<file path="src/rtl/ccip_if_pkg.sv">
`default_nettype none
// +----------------------------------------------------------------------------+
// | ccip_if_pkg: subset of the CCI-P channel-0 types used by the read issuer.  |
// | Revision: 1.0                                                              |
// +----------------------------------------------------------------------------+
package ccip_if_pkg;

  typedef logic [41:0]  t_ccip_clAddr;
  typedef logic [15:0]  t_ccip_mdata;
  typedef logic [511:0] t_ccip_clData;

  typedef enum logic [1:0] {
    eVC_VA  = 2'h0,
    eVC_VL0 = 2'h1,
    eVC_VH0 = 2'h2,
    eVC_VH1 = 2'h3
  } t_ccip_vc;

  typedef enum logic [1:0] {
    eCL_LEN_1 = 2'b00,
    eCL_LEN_2 = 2'b01,
    eCL_LEN_4 = 2'b11
  } t_ccip_clLen;

  typedef enum logic [3:0] {
    eREQ_RDLINE_I = 4'h0,
    eREQ_RDLINE_S = 4'h1
  } t_ccip_c0_req;

  typedef enum logic [3:0] {
    eRSP_RDLINE = 4'h0,
    eRSP_UMSG   = 4'h4
  } t_ccip_c0_rsp;

  typedef struct packed {
    t_ccip_vc     vc_sel;
    logic [1:0]   rsvd1;
    t_ccip_clLen  cl_len;
    t_ccip_c0_req req_type;
    logic [5:0]   rsvd0;
    t_ccip_clAddr address;
    t_ccip_mdata  mdata;
  } t_ccip_c0_ReqMemHdr;

  typedef struct packed {
    t_ccip_vc     vc_used;
    logic         rsvd1;
    logic         hit_miss;
    logic [1:0]   rsvd0;
    logic [1:0]   cl_num;
    t_ccip_c0_rsp resp_type;
    t_ccip_mdata  mdata;
  } t_ccip_c0_RspMemHdr;

  typedef struct packed {
    t_ccip_c0_ReqMemHdr hdr;
    logic               valid;
  } t_if_ccip_c0_Tx;

  typedef struct packed {
    t_ccip_c0_RspMemHdr hdr;
    t_ccip_clData       data;
    logic               rspValid;
    logic               mmioRdValid;
    logic               mmioWrValid;
  } t_if_ccip_c0_Rx;

endpackage
`default_nettype wire

</file>
<file path="src/rtl/rd_issuer_pkg.sv">
`default_nettype none
// +----------------------------------------------------------------------------+
// | rd_issuer_pkg: shared state enum, constants and request-header builder.    |
// | Revision: 1.0                                                              |
// +----------------------------------------------------------------------------+
package rd_issuer_pkg;
  import ccip_if_pkg::*;

  localparam int RD_ISSUER_CL_BYTES = 64;

  typedef enum logic [1:0] {
    ST_IDLE  = 2'd0,
    ST_ISSUE = 2'd1,
    ST_DRAIN = 2'd2,
    ST_FIN   = 2'd3
  } t_rd_issuer_state;

  function automatic t_ccip_c0_ReqMemHdr rd_issuer_hdr(input t_ccip_clAddr addr,
                                                       input t_ccip_mdata  tag);
    t_ccip_c0_ReqMemHdr h;
    h          = '0;
    h.vc_sel   = eVC_VA;
    h.cl_len   = eCL_LEN_1;
    h.req_type = eREQ_RDLINE_I;
    h.address  = addr;
    h.mdata    = tag;
    return h;
  endfunction

endpackage
`default_nettype wire

</file>
<file path="src/rtl/rd_issuer_credit_cnt.sv">
`default_nettype none
// +----------------------------------------------------------------------------+
// | rd_issuer_credit_cnt: in-flight read counter, simultaneous inc/dec,        |
// | decrement ignored at zero, full flag at MAX_OUTSTANDING.                   |
// | Revision: 1.0                                                              |
// +----------------------------------------------------------------------------+
module rd_issuer_credit_cnt #(
  parameter int MAX_OUTSTANDING = 64
) (
  input  logic                             clk,
  input  logic                             reset,
  input  logic                             inc,
  input  logic                             dec,
  output logic [$clog2(MAX_OUTSTANDING):0] count,
  output logic                             full,
  output logic                             empty
);

  localparam int CNT_W = $clog2(MAX_OUTSTANDING) + 1;

  logic [CNT_W-1:0] count_q, count_d;
  logic             dec_ok, inc_ok;

  always_comb begin
    dec_ok  = dec && (count_q != '0);
    inc_ok  = inc && (!full || dec_ok);
    count_d = count_q;
    case ({inc_ok, dec_ok})
      2'b10:   count_d = count_q + 1'b1;
      2'b01:   count_d = count_q - 1'b1;
      default: count_d = count_q;
    endcase
  end

  always_ff @(posedge clk) begin
    if (reset) count_q <= '0;
    else       count_q <= count_d;
  end

  assign count = count_q;
  assign full  = (count_q == CNT_W'(MAX_OUTSTANDING));
  assign empty = (count_q == '0);

endmodule
`default_nettype wire

</file>
<file path="src/rtl/ccip_rd_line_issuer.sv">
`default_nettype none
// +----------------------------------------------------------------------------+
// | ccip_rd_line_issuer: issues single-line RDLINE_I reads for a command and   |
// | forwards in-order responses. Optional macro RD_ISSUER_PERF_CNT_EN adds     |
// | saturating performance counters.                                           |
// | Revision: 1.0                                                              |
// +----------------------------------------------------------------------------+
module ccip_rd_line_issuer
  import ccip_if_pkg::*, rd_issuer_pkg::*;
#(
  parameter int MAX_OUTSTANDING = 64,
  parameter int LEN_WIDTH       = 16
) (
  input  logic                 clk,
  input  logic                 reset,
  input  logic                 cmd_valid,
  output logic                 cmd_ready,
  input  logic [41:0]          cmd_addr,
  input  logic [LEN_WIDTH-1:0] cmd_len,
  input  logic                 c0TxAlmFull,
  input  t_if_ccip_c0_Rx       c0Rx,
  output t_if_ccip_c0_Tx       c0Tx,
  output logic                 rd_valid,
  output logic [511:0]         rd_data,
  output logic [LEN_WIDTH-1:0] rd_idx,
  output logic                 done
`ifdef RD_ISSUER_PERF_CNT_EN
  ,
  output logic [31:0]          perf_stall_cycles,
  output logic [31:0]          perf_credit_stalls,
  output logic [31:0]          perf_lines
`endif
);

  localparam int CNT_W = $clog2(MAX_OUTSTANDING) + 1;

  t_rd_issuer_state     state_q, state_d;
  t_ccip_clAddr         addr_q, addr_d;
  logic [LEN_WIDTH-1:0] len_q, len_d;
  logic [LEN_WIDTH-1:0] issued_q, issued_d;
  logic [LEN_WIDTH-1:0] returned_q, returned_d;
  t_if_ccip_c0_Tx       c0Tx_q, c0Tx_d;
  logic                 rd_valid_q, rd_valid_d;
  logic [511:0]         rd_data_q, rd_data_d;
  logic [LEN_WIDTH-1:0] rd_idx_q, rd_idx_d;
  logic                 done_q, done_d;

  logic                 accept, issue_en, rsp_hit, rsp_ok;
  logic [CNT_W-1:0]     outstanding;
  logic                 credit_full, credit_empty;
  logic                 unused_ok;

  // Responses with nothing in flight are strays (e.g. left over across a reset).
  assign rsp_hit = c0Rx.rspValid && (c0Rx.hdr.resp_type == eRSP_RDLINE);
  assign rsp_ok  = rsp_hit && !credit_empty;

  rd_issuer_credit_cnt #(
    .MAX_OUTSTANDING(MAX_OUTSTANDING)
  ) u_credit (
    .clk   (clk),
    .reset (reset),
    .inc   (issue_en),
    .dec   (rsp_hit),
    .count (outstanding),
    .full  (credit_full),
    .empty (credit_empty)
  );

  always_ff @(posedge clk) begin
    if (reset) state_q <= ST_IDLE;
    else       state_q <= state_d;
  end

  always_comb begin
    state_d = state_q;
    case (state_q)
      ST_IDLE:  if (accept) state_d = (cmd_len == '0) ? ST_FIN : ST_ISSUE;
      ST_ISSUE: if (issue_en && (issued_d == len_q)) state_d = ST_DRAIN;
      // Looking at returned_d lets done land one cycle after the last rd_valid.
      ST_DRAIN: if (returned_d == len_q) state_d = ST_FIN;
      ST_FIN:   state_d = ST_IDLE;
      default:  state_d = ST_IDLE;
    endcase
  end

  always_comb begin
    cmd_ready = (state_q == ST_IDLE) && !done_q;
    accept    = cmd_valid && cmd_ready;
    issue_en  = (state_q == ST_ISSUE) && (issued_q < len_q) &&
                !credit_full && !c0TxAlmFull;
  end

  always_comb begin
    addr_d     = addr_q;
    len_d      = len_q;
    issued_d   = issued_q;
    returned_d = returned_q;
    if (accept) begin
      addr_d     = cmd_addr;
      len_d      = cmd_len;
      issued_d   = '0;
      returned_d = '0;
    end else begin
      if (issue_en) issued_d   = issued_q + 1'b1;
      if (rsp_ok)   returned_d = returned_q + 1'b1;
    end

    c0Tx_d.valid = issue_en;
    c0Tx_d.hdr   = issue_en ? rd_issuer_hdr(addr_q + t_ccip_clAddr'(issued_q),
                                            t_ccip_mdata'(issued_q))
                            : c0Tx_q.hdr;
    rd_valid_d   = rsp_ok;
    rd_data_d    = rsp_ok ? c0Rx.data : rd_data_q;
    rd_idx_d     = rsp_ok ? returned_q : rd_idx_q;
    done_d       = (state_q == ST_FIN);
  end

  always_ff @(posedge clk) begin
    if (reset) begin
      addr_q     <= '0;
      len_q      <= '0;
      issued_q   <= '0;
      returned_q <= '0;
      c0Tx_q     <= '0;
      rd_valid_q <= 1'b0;
      rd_data_q  <= '0;
      rd_idx_q   <= '0;
      done_q     <= 1'b0;
    end else begin
      addr_q     <= addr_d;
      len_q      <= len_d;
      issued_q   <= issued_d;
      returned_q <= returned_d;
      c0Tx_q     <= c0Tx_d;
      rd_valid_q <= rd_valid_d;
      rd_data_q  <= rd_data_d;
      rd_idx_q   <= rd_idx_d;
      done_q     <= done_d;
    end
  end

  assign c0Tx     = c0Tx_q;
  assign rd_valid = rd_valid_q;
  assign rd_data  = rd_data_q;
  assign rd_idx   = rd_idx_q;
  assign done     = done_q;

  assign unused_ok = ^{c0Rx.hdr.vc_used, c0Rx.hdr.rsvd1, c0Rx.hdr.hit_miss,
                       c0Rx.hdr.rsvd0, c0Rx.hdr.cl_num, c0Rx.hdr.mdata,
                       c0Rx.mmioRdValid, c0Rx.mmioWrValid, outstanding};

`ifdef RD_ISSUER_PERF_CNT_EN
  logic [31:0] perf_stall_q, perf_stall_d;
  logic [31:0] perf_credit_q, perf_credit_d;
  logic [31:0] perf_lines_q, perf_lines_d;
  logic        stall_blk, credit_blk;

  // An almost-full cycle is charged to almFull even when credit is also exhausted.
  always_comb begin
    stall_blk     = (state_q == ST_ISSUE) && (issued_q < len_q) && c0TxAlmFull;
    credit_blk    = (state_q == ST_ISSUE) && (issued_q < len_q) && !c0TxAlmFull &&
                    credit_full;
    perf_stall_d  = perf_stall_q;
    perf_credit_d = perf_credit_q;
    perf_lines_d  = perf_lines_q;
    if (stall_blk  && (perf_stall_q  != '1)) perf_stall_d  = perf_stall_q + 1'b1;
    if (credit_blk && (perf_credit_q != '1)) perf_credit_d = perf_credit_q + 1'b1;
    if (rsp_ok     && (perf_lines_q  != '1)) perf_lines_d  = perf_lines_q + 1'b1;
  end

  always_ff @(posedge clk) begin
    if (reset) begin
      perf_stall_q  <= '0;
      perf_credit_q <= '0;
      perf_lines_q  <= '0;
    end else begin
      perf_stall_q  <= perf_stall_d;
      perf_credit_q <= perf_credit_d;
      perf_lines_q  <= perf_lines_d;
    end
  end

  assign perf_stall_cycles  = perf_stall_q;
  assign perf_credit_stalls = perf_credit_q;
  assign perf_lines         = perf_lines_q;
`endif

endmodule
`default_nettype wire
</file>
<file path="config.mk">
export PLATFORM = sky130hd
export DESIGN_NAME = ccip_rd_line_issuer
export DESIGN_NICKNAME = d
export VERILOG_FILES = /design/src/rtl/ccip_if_pkg.sv /design/src/rtl/rd_issuer_pkg.sv /design/src/rtl/rd_issuer_credit_cnt.sv /design/src/rtl/ccip_rd_line_issuer.sv
export SDC_FILE = /design/constraint.sdc
export NUM_CORES = 1
export LEC_CHECK = 0
export ABC_AREA = 1
export BUFFER_PORTS_ARGS = -buffer_cell sky130_fd_sc_hd__buf_2
export CAP_MARGIN = 25
export CELL_PAD_IN_SITES_DETAIL_PLACEMENT = 1
export CELL_PAD_IN_SITES_GLOBAL_PLACEMENT = 2
export CORE_AREA = 4 4 475 477
export DETAILED_ROUTE_END_ITERATION = 16
export DIE_AREA = 0 0 479 481
export GPL_TIMING_DRIVEN = 0
export PLACE_DENSITY = 0.53
export SLEW_MARGIN = 10
export SYNTH_ARGS = -nofsm -noshare
export SYNTH_HDL_FRONTEND = slang
export SYNTH_HIERARCHICAL = 1
export SYNTH_SLANG_ARGS = --single-unit
export TNS_END_PERCENT = 100
</file>
<file path="constraint.sdc">
create_clock -name clk -period 3.41 [get_ports clk]
set_input_delay 0.1705 -clock clk [delete_from_list [all_inputs] [get_ports clk]]
set_output_delay 0.1705 -clock clk [all_outputs]
set_load 0.01 [all_outputs]
</file>
Yosys cells after proc, flatten, opt, wreduce, memory -nomap -nowiden --
Cells that the tools add are included.
Word-level totals: bits in registers 688
Cells by class: magnitude comparators 1, reductions and logical operators 22, add/subtract/negate cells 5, equal/unequal tests 11, muxes and demuxes 10
Operators with widths (number):
- two-way mux 16 bit | 4
- adder 42 x 16 -> 42 bit | 1
- adder 16 x 1 -> 16 bit (second input constant) | 2
- == test 16 bit | 2
- zero test 16 bit | 1
- < comparator 16 bit | 1
- case mux 7 bit (2 select lines) | 1
- logical AND 1 bit | 10
- two-way mux 2 bit | 4
- case mux 2 bit (4 select lines) | 1
- adder 7 x 1 -> 7 bit (second input constant) | 1
- == test 7 bit (second input constant) | 1
- zero test 7 bit | 1
- nonzero test 7 bit | 1
- subtractor 7 x 1 -> 7 bit (second input constant) | 1
- == test 2 bit (second input constant) | 3
- inequality test 2 bit (second input constant) | 3
- == test 2 x 1 -> 1 bit (second input constant) | 2
- zero test 1 bit | 4
- zero test 4 bit | 1
- AND reduction 3 bit | 1
- zero test 2 bit | 1
- nonzero test 2 bit | 1
- logical OR 1 bit | 1

Logic depth before layout (Yosys ltp) --
Gate-level depths: netlist of run 1.
word-level depth 10, gate-level depth with buffers 29, depth with buffers taken out 27

By module --
Netlist of run 1, hierarchy kept.
Modules (own cells, without submodules):
- ccip_rd_line_issuer | area each 26277.7 um^2, instances 1, cells each 3462
- rd_issuer_credit_cnt | area each 600.6 um^2, instances 1, cells each 84

Worst setup path after synthesis of run 1 --
No wires, ideal clock.
kind register -> register, start register len_q[15], end register u_credit.count_q[6] (netlist: u_credit/count[6]), setup time 0.110 ns, required time 3.300 ns, data arrival time 3.291 ns, stages on the path, launching flop included 25, period minus slack after synthesis 3.401 ns, setup slack 0.009 ns, buffers on the path 2, cells stage by stage dfxtp_1 > inv_1 > ha_1 > nand2_2 > inv_2 > and3_1 > a211oi_4 > nand3_4 > inv_1 > clkbuf_1 > buf_2 > inv_1 > nand3_4 > inv_1 > ha_1 > nand2_1 > nand2_1 > nand2_1 > nand2_1 > nor2_1 > nand2_1 > nand3_1 > nand2_1 > inv_1 > nor2_2
Between the ends: word-level cells in the longest chain between the ends 7
Ends and longest elaborated chain:
- start: declaration | line ccip_rd_line_issuer.sv:39 | logic [LEN_WIDTH-1:0] len_q, len_d;
- start signal: assignment | line ccip_rd_line_issuer.sv:131 | len_q <= len_d;
- < comparator 16 bit * | line ccip_rd_line_issuer.sv:89 | issue_en = (state_q == ST_ISSUE) && (issued_q < len_q) &&
- logical AND 1 bit * (2 in a row) | line ccip_rd_line_issuer.sv:89
- logical AND 1 bit * | line ccip_rd_line_issuer.sv:90 | !credit_full && !c0TxAlmFull;
- named net issue_en | line ccip_rd_line_issuer.sv:48 | logic accept, issue_en, rsp_hit, rsp_ok;
- logical AND 1 bit * | line rd_issuer_credit_cnt.sv:26 | inc_ok = inc && (!full || dec_ok);
- == test 2 x 1 -> 1 bit or == test 2 bit (tied branches) | line rd_issuer_credit_cnt.sv:28 | case ({inc_ok, dec_ok})
- case mux 7 bit (2 select lines) or nonzero test 2 bit (tied branches)
- end signal: assignment | line rd_issuer_credit_cnt.sv:37 | else count_q <= count_d;
- end: declaration | line rd_issuer_credit_cnt.sv:21 | logic [CNT_W-1:0] count_q, count_d;
The timed path passes the listed nets; every way through them passes the cells marked *. A chain may end at the register's enable or synchronous reset.

Worst setup path after layout of run 1 --
start register issued_q[0], end register c0Tx_q, in the netlist c0Tx[47]
Between the ends: word-level cells in the longest chain between the ends 4
Ends and longest elaborated chain:
- start: declaration | line ccip_rd_line_issuer.sv:40 | logic [LEN_WIDTH-1:0] issued_q, issued_d;
- start signal: assignment | line ccip_rd_line_issuer.sv:132 | issued_q <= issued_d;
- parallel branches: the longest is 4 deep, another holds adder 42 x 16 -> 42 bit
- end signal: assignment | line ccip_rd_line_issuer.sv:134 | c0Tx_q <= c0Tx_d;
- end: declaration | line ccip_rd_line_issuer.sv:42 | t_if_ccip_c0_Tx c0Tx_q, c0Tx_d;
Parallel ways; which one is timed is not known.

==> results of run 1 <==
==> cell families (layout without fill, tap and decap cells) <==
kind of cell,count (synthesis),in the layout
AND/OR/NAND/NOR,1576,1576
AO/OA/AOI/OAI,804,804
flip-flops,688,688
buffers and inverters,369,2306
XOR/XNOR,63,63
adder cells (fa/ha/maj),45,45
other,1,29
==> per-stage QoR <==
| step | area (um2) | util | setup WS, ns | hold WS [ns] |
|---|---|---|---|---|
| finish | 45970 | 0.2076 | 0.1836 | 0.1006 |
| global route | 45960 | 0.2075 | -0.03045 | 0.1066 |
| CTS | 45640 | 0.2061 | -0.07453 | 0.02069 |
| detailed placement | 36640 | 0.1654 | -1.367 | 0.4299 |
| global placement | 36500 | 0.1648 | -1.384 | 0.4231 |
| floorplan | 26930 | - | 0.009487 | 0.3151 |
==> cell usage after synthesis (4+ instances only) <==
library cell | number | share of area
nor3_1 | 17 | 0.0032
a21oi_2 | 4 | 0.0013
a22oi_1 | 10 | 0.0028
buf_6 | 4 | 0.0017
nor2_1 | 1166 | 0.16
xnor2_1 | 11 | 0.0036
ha_1 | 43 | 0.020
nand2_2 | 8 | 0.0019
o21ai_1 | 11 | 0.0020
xor2_1 | 52 | 0.017
nand4_1 | 30 | 0.0070
inv_1 | 118 | 0.016
dfxtp_1 | 688 | 0.51
nand3_1 | 73 | 0.014
nor2_2 | 4 | 0.00093
buf_4 | 16 | 0.0045
a31oi_1 | 7 | 0.0016
buf_1 | 4 | 0.00056
clkbuf_1 | 211 | 0.029
nor3_2 | 4 | 0.0015
inv_2 | 4 | 0.00056
nor4_1 | 10 | 0.0023
nand2_1 | 245 | 0.034
buf_2 | 7 | 0.0013
o21ai_0 | 624 | 0.12
a21oi_1 | 135 | 0.025
==> final cells by class <==
| cell class | count | area (um2) | share of cell area |
|---|---|---|---|
| inverter | 126 | 486.7 | 0.01059 |
| sequential | 688 | 13800 | 0.3002 |
| clock inverter | 31 | 401.6 | 0.008737 |
| multi-input combinational | 2504 | 11800 | 0.2568 |
| clock buffer | 135 | 2746 | 0.05975 |
| antenna | 13 | 32.53 | 0.0007077 |
| timing repair buffer | 1772 | 11910 | 0.2590 |
| buffer | 242 | 1070 | 0.02327 |
| tap | 2975 | 3722 | 0.08098 |
==> path summary, 6_finish.rpt <==
kind	endpoint	slack (ns)	depth (start not counted)
setup / recovery	c0Tx[47]	0.18	13
setup reg to reg	c0Tx[47]	0.18	13
hold reg to reg	rd_data[39]	0.48	2
hold / removal	returned_q[3]	0.10	7
==> repair_timing <==
action,in CTS,in global routing
gates cloned,0,0
setup endpoints to repair,140,79
buffers inserted,4,13
resized for setup,33,54
pin swaps,2,13
endpoints found under the hold margin,580,1
hold buffers,577,1
==> worst reg2reg max path, stage by stage (launching register included) <==
cell     delay (ns)
dfxtp_4        0.40
ha_1           0.21
inv_1          0.06
fa_1           0.44
o21ai_4        0.24
a21oi_2        0.12
o21ai_2        0.24
a21oi_2        0.12
o21ai_4        0.30
nand3_4        0.18
nor2_4         0.28
nand3_2        0.16
o21ai_0        0.22
a31oi_1        0.11
==> per-layer routing <==
layer / vias to the layer above / GRT usage / share of wire
li1: 15310 / - / -
met1: 15580 / 0.1999 / 0.42
met2: 1030 / 0.2707 / 0.46
met3: 227 / 0.05428 / 0.079
met4: 4 / 0.05373 / 0.035
met5: - / 0 / 0.00013
==> report_power, final <==
group / switching [mW] / internal, mW
combinational: 3.17 / 1.92
clock: 4.26 / 6.05
sequential: 0.477 / 8.68
total: 7.91 / 16.6
==> registers in the layout, indices dropped and copies added (netlist names) <==
signal          flops
rd_valid            1
c0Tx               59
len_q              16
returned_q         16
done                1
rd_idx             16
u_credit/count      7
issued_q           16
rd_data           512
addr_q             42
state_q             2
==> results.ini, run 1 <==
[cts]
cts_max_level=3
clk_pin_slew_worst_paths_ns=0.06
clockBufferDepth=3
root_buffer=clkbuf_16
clock_sinks=688
cts_buffers=94
cts_tree=built
insertion_delay_ns=0.71

[floorplan]
die_y_um=481
ios=1211
die_area_um2=230400
rows=173
core_um2=221400
die_x_um=479
start_util=0.1214

[hold_path]
hp-class=input port to flop
worstHoldStart=c0Rx[532]

[drt]
dr.first_iter.drc_count=1621
drt-vias-per-instance=3.788
drc=0
detail_route.wl_per_cell_um=23.41
drt_pass1_iterations=5
num_vias=32150
postRouteAntennaNets=0
wirelength_mm=198.7

[yosys]
syn-instance-count=3546
synthXorXnorAreaFrac=0.02053
ys_seq_elements=688
netlist_area_um2=26880
synth-edff-count=0
yosysWarnings=6
synth_mux_area_frac=0
synth_flop_cell=dfxtp_1
synth_top_family_by_area=simple AND/OR/NAND/NOR gates
post_synth_and_or_nand_nor_area_fraction=0.2361
synth_fa_ha_area_frac=0.02151
ys_async_sr_fraction=0
ys_types=50
ys_seq_area_frac=0.5124
synth-compound-area-share=0.1537
syn_area_per_cell_um2=7.580

[power]
powerDensity_nw_per_um2=534.2
leakagePower_nw=19.79
p_total_mw=24.56
irDropWorstVdd_v=0.0003187

[global_route]
grt_start_max_net_pins=20
grt_overflow_total=0
grt_use_total=0.1638
grt_antenna_before_repair=36
grt_first_pass_wirelength_mm=268.6
grt_pass1_vias=33350

[flow_run]
drv_cap=0

[placement]
place_inst=7711
gp_congestion=0.9036
port-buffer-count=1168
dp_hpwl_mm=164.5

[sta]
maxSlewViolCount=0
hold_viol_final=0
rsz0062_at_grt=yes
post-route-period-util=0.9461
worstMarginPinSlew_ns=0.9313
setup_viol=0
finalClockSkew_ns=0.03999
min_period_ns=3.226
max_freq_ghz=0.3099
finalSetupTns_ns=0
maxSlewHeadroom=0.3791

[worst_setup_path]
cp_cell_sequence=ha_1, inv_1, fa_1, o21ai_4, a21oi_2, o21ai_2, a21oi_2, o21ai_4, nand3_4, nor2_4, nand3_2, o21ai_0, a31oi_1
worstPathArrival_ns=3.79
end_kind=flop
crit_path_max_incr_delay_ns=0.44
cpMaxStageDelayCell=fa_1
critPathBufInv=1
path_max_fanout=5
cp_data_required_time_ns=3.97
path_delay_family=compound AO/OA/AOI/OAI gates
path_class=flop to flop
regToRegStartpoint=issued_q[0]
start_kind=flop
cp-startpoint=issued_q[0]

[final_layout]
layout.nets=6078
layout_common_cells=buf_2, nor2_1, dfxtp_1
fillers=26870
final_common_cell=buf_2
drive_gt1_frac=0.2686
area_growth_pct=71.02
stdcell_count=8486

[status]
status=complete, no violations

Power figures use the tool's default switching activity.
==> run 2: changes to the inputs <==
CORE_AREA = 4 4 465 467   (was 4 4 475 477)
CTS_BUF_LIST = sky130_fd_sc_hd__clkbuf_8   (was default)
DIE_AREA = 0 0 469 471   (was 0 0 479 481)
PLACE_DENSITY = 0.55   (was 0.53)
==> run 2 against run 1 <==
  * Via count grew 4.5%
  * Sequential power is essentially flat
  * Non-clock buffer count grew 212
  * Clock skew grew 0.022 ns
  * Critical path type is now input port to flop
==> results.ini, run 2 (synthesis gave the netlist of run 1 again) <==
[sta]
post-route-period-util=0.9723  ; was 0.9461
rsz0062_at_grt=yes  ; unchanged
setup_viol=0  ; unchanged
hold_viol_final=0  ; unchanged
max_freq_ghz=0.3016  ; was 0.3099 GHz
finalClockSkew_ns=0.06242  ; was 0.03999 ns
whs_ns=0.07183  ; was 0.1006 ns
worstMarginPinSlew_ns=1.034  ; was 0.9313 ns
maxSlewViolCount=0  ; unchanged
maxSlewHeadroom=0.3051  ; was 0.3791
fin_ws_ns=0.09439  ; was 0.1836 ns
min_period_ns=3.316  ; was 3.226 ns

[cts]
clock_sinks=688  ; unchanged
insertion_delay_ns=0.92  ; was 0.71 ns
clk_pin_slew_worst_paths_ns=0.06  ; about the same
cts_max_level=4  ; was 3
cts_tree=built  ; unchanged
root_buffer=clkbuf_8  ; was clkbuf_16
cts_buffers=150  ; was 94
clockBufferDepth=3  ; unchanged

[placement]
place_inst=7557  ; was 7,711
gp_congestion=0.9073  ; was 0.9036
dp_slack_ns=-1.275  ; was -1.367 ns
dp_hpwl_mm=166.8  ; was 164.5 mm
port-buffer-count=1168  ; unchanged
place_area_um2=36420  ; was 36,640 um2

[floorplan]
ios=1211  ; unchanged
die_x_um=469  ; was 479 um
core_um2=211700  ; was 221,400 um2
die_area_um2=220900  ; was 230,400 um2
rows=169  ; was 173
die_y_um=471  ; was 481 um
start_util=0.1270  ; was 0.1214

[drt]
num_vias=33600  ; was 32,150
dr.first_iter.drc_count=1739  ; was 1,621
drt_pass1_iterations=5  ; unchanged
drt-vias-per-instance=3.889  ; was 3.788
drc=0  ; unchanged
postRouteAntennaNets=0  ; unchanged
wirelength_mm=204.5  ; was 198.7 mm
detail_route.wl_per_cell_um=23.67  ; was 23.41 um

[power]
netSwitchingPower_mw=8.037  ; was 7.905 mW
powerDensity_nw_per_um2=493.7  ; was 534.2 nW/um2
clockPowerShare=0.384  ; was 0.420
p_comb_frac=0.224  ; was 0.207
p_int_mw=15.45  ; was 16.65 mW
leakagePower_nw=20.76  ; was 19.79 nW
irDropWorstVdd_v=0.0003609  ; was 0.0003187 V
swShare=0.3422  ; was 0.3219
p_total_mw=23.49  ; was 24.56 mW
seqPwrFrac=0.391  ; was 0.373

[global_route]
grt_overflow_total=0  ; unchanged
grt_first_pass_wirelength_mm=277.9  ; was 268.6 mm
grt_start_max_net_pins=17  ; was 20
grt_pass1_vias=35640  ; was 33,350
grt_use_total=0.1776  ; was 0.1638
grt_antenna_before_repair=47  ; was 36

[worst_setup_path]
cp-startpoint=reset  ; was issued_q[0]
regToRegStartpoint=len_q[4]  ; was issued_q[0]
worstPathArrival_ns=4.13  ; was 3.79 ns
path_max_fanout=10  ; was 5
regToRegSetupSlack_ns=0.11  ; was 0.18 ns
reg2reg_depth=27  ; was 13
start_kind=input port  ; was flop
end_kind=flop  ; unchanged
path_class=input port to flop  ; was flop to flop
cp_data_required_time_ns=4.23  ; was 3.97 ns
worstReg2RegEnd=u_credit/count[6]  ; was c0Tx[47]

[final_layout]
layout_common_cells=buf_2, nor2_1, dlygate4sd3_1  ; was buf_2, nor2_1, dfxtp_1
drive_gt1_frac=0.2650  ; was 0.2686
area_growth_pct=77.02  ; was 71.02%
largest_reg_flops=512  ; unchanged
layout.nets=6346  ; was 6,078
fin_area_um2=47580  ; was 45,970 um2
final_common_cell=buf_2  ; unchanged
stdcell_count=8638  ; was 8,486

[hold_path]
worstHoldStart=c0Rx[2]  ; was c0Rx[532]
hp-class=input port to flop  ; unchanged
whs_endpoint=returned_q[3]  ; unchanged
holdPathStages=8  ; was 7

[flow_run]
drv_cap=0  ; unchanged

[status]
status=complete, no violations  ; unchanged

==> run 2: cell count changes in the layout (fill, tap and decap cells not counted), moves of 11 or more <==
cell,delta
diode_2,+11
clkbuf_1,-16
clkbuf_16,-94
dlygate4sd3_1,+209
clkbuf_8,+145
inv_1,+54
==> run 2: what timing repair did <==
item / CTS / global route
gates resized for setup: 39 / 59
hold buffers: 786 / 2
endpoints found under the hold margin: 589 / 8
buffers inserted: 7 / 14
pin swaps: 3 / 12
endpoints found under the setup margin: 285 / 306
==> run 2: worst max path at each step <==
stage,end,slack (ns),cells past startpoint
floorplan,u_credit/count[6],0.009,24
global placement,u_credit/count[6],-1.23,21
detailed placement,u_credit/count[6],-1.27,21
CTS,u_credit/count[6],-0.14,27
global route,u_credit/count[6],-0.09,27
finish,c0Tx[3],0.09,10
==> run 2: routing by layer <==
layer | track usage | up-vias | wire, um
met2 | 0.2898 | 1250 | 93140
met5 | 0 | - | 172
li1 | - | 15860 | -
met4 | 0.06419 | 26 | 7993
met1 | 0.2117 | 16140 | 84170
met3 | 0.06698 | 328 | 19010
==> run 2: final cells by class <==
class                           instances  area [um2]
Fill cell                           25730      164100
Timing Repair Buffer                 1983       13990
Sequential cell                       688       13800
Multi-Input combinational cell       2504       11810
Tap cell                             2821        3530
Clock buffer                          169        2326
Buffer                                243        1079
Inverter                              126       489.2
Clock inverter                         80       486.7
Antenna cell                           24       60.06
==> run 2: per-stage QoR <==
step / util / setup TNS, ns
global route: 0.2247 / -0.1819
detailed placement: 0.1721 / -125.29
floorplan: - / 0
finish: 0.2248 / 0
CTS: 0.2232 / -2.656
global placement: 0.1715 / -249.95
==> run 2: power groups by stage <==
stage | clock, mW | sequential [mW] | combinational (mW)
finish | 9.03 | 9.19 | 5.27
global route | 9.78 | 9.26 | 5.76
CTS | 9.43 | 9.18 | 5.21
detailed placement | 0 | 9.34 | 4.35
global placement | 0 | 9.32 | 4.30
floorplan | 0 | 9.36 | 1.98
==> run 2: worst max-delay path, cell delays in order <==
cell and delay (ns):
dlygate4sd3_1 0.57, buf_2 0.14, clkbuf_1 0.39, clkinvlp_4 0.41, buf_16 0.18, clkbuf_1 0.68
buf_1 0.43, clkbuf_1 0.75, o21ai_0 0.24, nor2_1 0.14
==> run 3: changes to the inputs <==
PLACE_DENSITY = 0.57   (was 0.55)
==> run 3 against run 2 <==
  * Global-route usage up 0.19 points
  * Non-clock buffer count fell by 4
  * Highest routed layer unchanged
  * Critical endpoint is now state_q[0]
  * Critical path type is now flop to flop
  * Count of clock-buffer cells in the layout rose by 6
  * Hold slack improved by 0.048 ns
  * First-iteration DRC count rose by 11%
==> results.ini, run 3 (synthesis gave the netlist of run 1 again) <==
[status]
status=complete, no violations  ; unchanged

[sta]
hold_viol_final=0  ; unchanged
post-route-period-util=0.9550  ; was 0.9723
setup_viol=0  ; unchanged
maxSlewHeadroom=0.2416  ; was 0.3051
worstMarginPinSlew_ns=1.126  ; was 1.034 ns
maxSlewViolCount=0  ; unchanged
rsz0062_at_grt=yes  ; unchanged
max_freq_ghz=0.3071  ; was 0.3016 GHz
finalClockSkew_ns=0.05913  ; was 0.06242 ns
min_period_ns=3.257  ; was 3.316 ns

[final_layout]
largest_reg_flops=512  ; unchanged
layout_common_cells=buf_2, nor2_1, dlygate4sd3_1  ; unchanged
multi_input_area_um2=11790  ; was 11,810 um2
drive_gt1_frac=0.2640  ; was 0.2650
layout.nets=6338  ; was 6,346
regArea_um2=13800  ; unchanged
fillers=25580  ; was 25,730
stdcell_count=8641  ; was 8,638
area_growth_pct=77.44  ; was 77.02%
final_common_cell=buf_2  ; unchanged

[cts]
clock_sinks=688  ; unchanged
cts_tree=built  ; unchanged
clk_pin_slew_worst_paths_ns=0.06  ; about the same
root_buffer=clkbuf_8  ; unchanged
cts_max_level=4  ; unchanged
cts_buffers=146  ; was 150
insertion_delay_ns=0.91  ; was 0.92 ns
clockBufferDepth=3  ; unchanged

[global_route]
grt_pass1_vias=35760  ; was 35,640
grt_antenna_before_repair=41  ; was 47
grt_use_total=0.1795  ; was 0.1776
grt_overflow_total=0  ; unchanged
grt_start_max_net_pins=20  ; was 17
grt_first_pass_wirelength_mm=280.0  ; was 277.9 mm

[drt]
detail_route.wl_per_cell_um=23.93  ; was 23.67 um
wirelength_mm=206.8  ; was 204.5 mm
dr.first_iter.drc_count=1928  ; was 1,739
drt-vias-per-instance=3.912  ; was 3.889
drt_pass1_iterations=5  ; unchanged
postRouteAntennaNets=0  ; unchanged
num_vias=33810  ; was 33,600
drc=0  ; unchanged

[hold_path]
hp-class=input port to flop  ; unchanged

[power]
leakagePower_nw=20.78  ; was 20.76 nW
irDropWorstVdd_v=0.0003649  ; was 0.0003609 V
powerDensity_nw_per_um2=500.3  ; was 493.7 nW/um2
p_total_mw=23.86  ; was 23.49 mW

[worst_setup_path]
regToRegSetupSlack_ns=0.15  ; was 0.11 ns
worstPathArrival_ns=4.03  ; was 4.13 ns
start_kind=flop  ; was input port
path_class=flop to flop  ; was input port to flop
path_max_fanout=10  ; unchanged
cp_data_required_time_ns=4.19  ; was 4.23 ns
end_kind=flop  ; unchanged

[floorplan]
core_um2=211700  ; unchanged
die_x_um=469  ; unchanged
rows=169  ; unchanged
die_y_um=471  ; unchanged
die_area_um2=220900  ; unchanged
start_util=0.1270  ; unchanged
ios=1211  ; unchanged

[placement]
gp_congestion=0.9381  ; was 0.9073
place_inst=7559  ; was 7,557
port-buffer-count=1168  ; unchanged
dp_hpwl_mm=168.5  ; was 166.8 mm

[flow_run]
drv_cap=0  ; unchanged

run 3: per-stage QoR:
stage	util	TNS, ns	hold WS (ns)	instance area (um2)	setup WS [ns]
finish	0.2253	0	0.1203	47690	0.1533
global route	0.2251	-0.1671	0.02664	47650	-0.08198
CTS	0.2242	-0.04214	0.00009537	47450	-0.02138
detailed placement	0.1721	-76.26	0.4284	36440	-1.331
global placement	0.1715	-201.43	0.4219	36310	-1.311
floorplan	-	0	0.3151	26930	0.009487
run 3: per-layer routing:
layer / global-route usage / up-vias / routed length (um)
met3: 0.07305 / 310 / 20090
met4: 0.06000 / 12 / 7551
met5: 0 / - / 63
met1: 0.2127 / 16410 / 84980
met2: 0.2927 / 1234 / 94110
li1: - / 15840 / -
run 3: worst paths after layout:
| kind | from | end | cells past startpoint |
|---|---|---|---|
| max | len_q[2] | state_q[0] | 23 |
| max reg2reg | len_q[2] | state_q[0] | 23 |
| min | c0Rx[315] | rd_data[312] | 4 |
| min reg2reg | rd_idx[0] | rd_idx[0] | 2 |
run 3: worst max-delay path, cell delays in order (launching register included):
cell     delay (ns)
dfxtp_4        0.38
inv_2          0.07
ha_1           0.28
nand2_1        0.05
inv_1          0.05
nand2_1        0.06
nand2_2        0.09
nand2_1        0.07
nand2_2        0.08
nand2_1        0.06
nand2_2        0.07
nand2_4        0.07
buf_4          0.17
buf_6          0.14
nand4_1        0.13
nand2_1        0.13
a21oi_4        0.24
nand4_1        0.11
nor2_1         0.21
nand3_1        0.25
nand2_1        0.22
nand3_1        0.09
nand2_1        0.08
nor2_1         0.05
run 3: cell type report:
class                      count  area share
buffer                       242     0.02233
clock inverter                77     0.01186
antenna                       28    0.001469
inverter                     126     0.01026
clock buffer                 175     0.05050
multi-input combinational   2504      0.2472
sequential                   688      0.2895
timing repair buffer        1980      0.2929
tap                         2821     0.07401
run 3: report_power, final:
part / internal [mW] / total (mW) / switching, mW
logic: 2.05 / 5.25 / 3.20
clock network: 5.01 / 9.41 / 4.39
registers: 8.68 / 9.20 / 0.516
run 3: what timing repair did:
item / CTS / global route
setup buffers: 4 / 11
hold buffers: 788 / 0
gates resized for setup: 41 / 49
hold endpoints to repair: 595 / 0
endpoints found under the setup margin: 229 / 64
pin swaps: 3 / 6
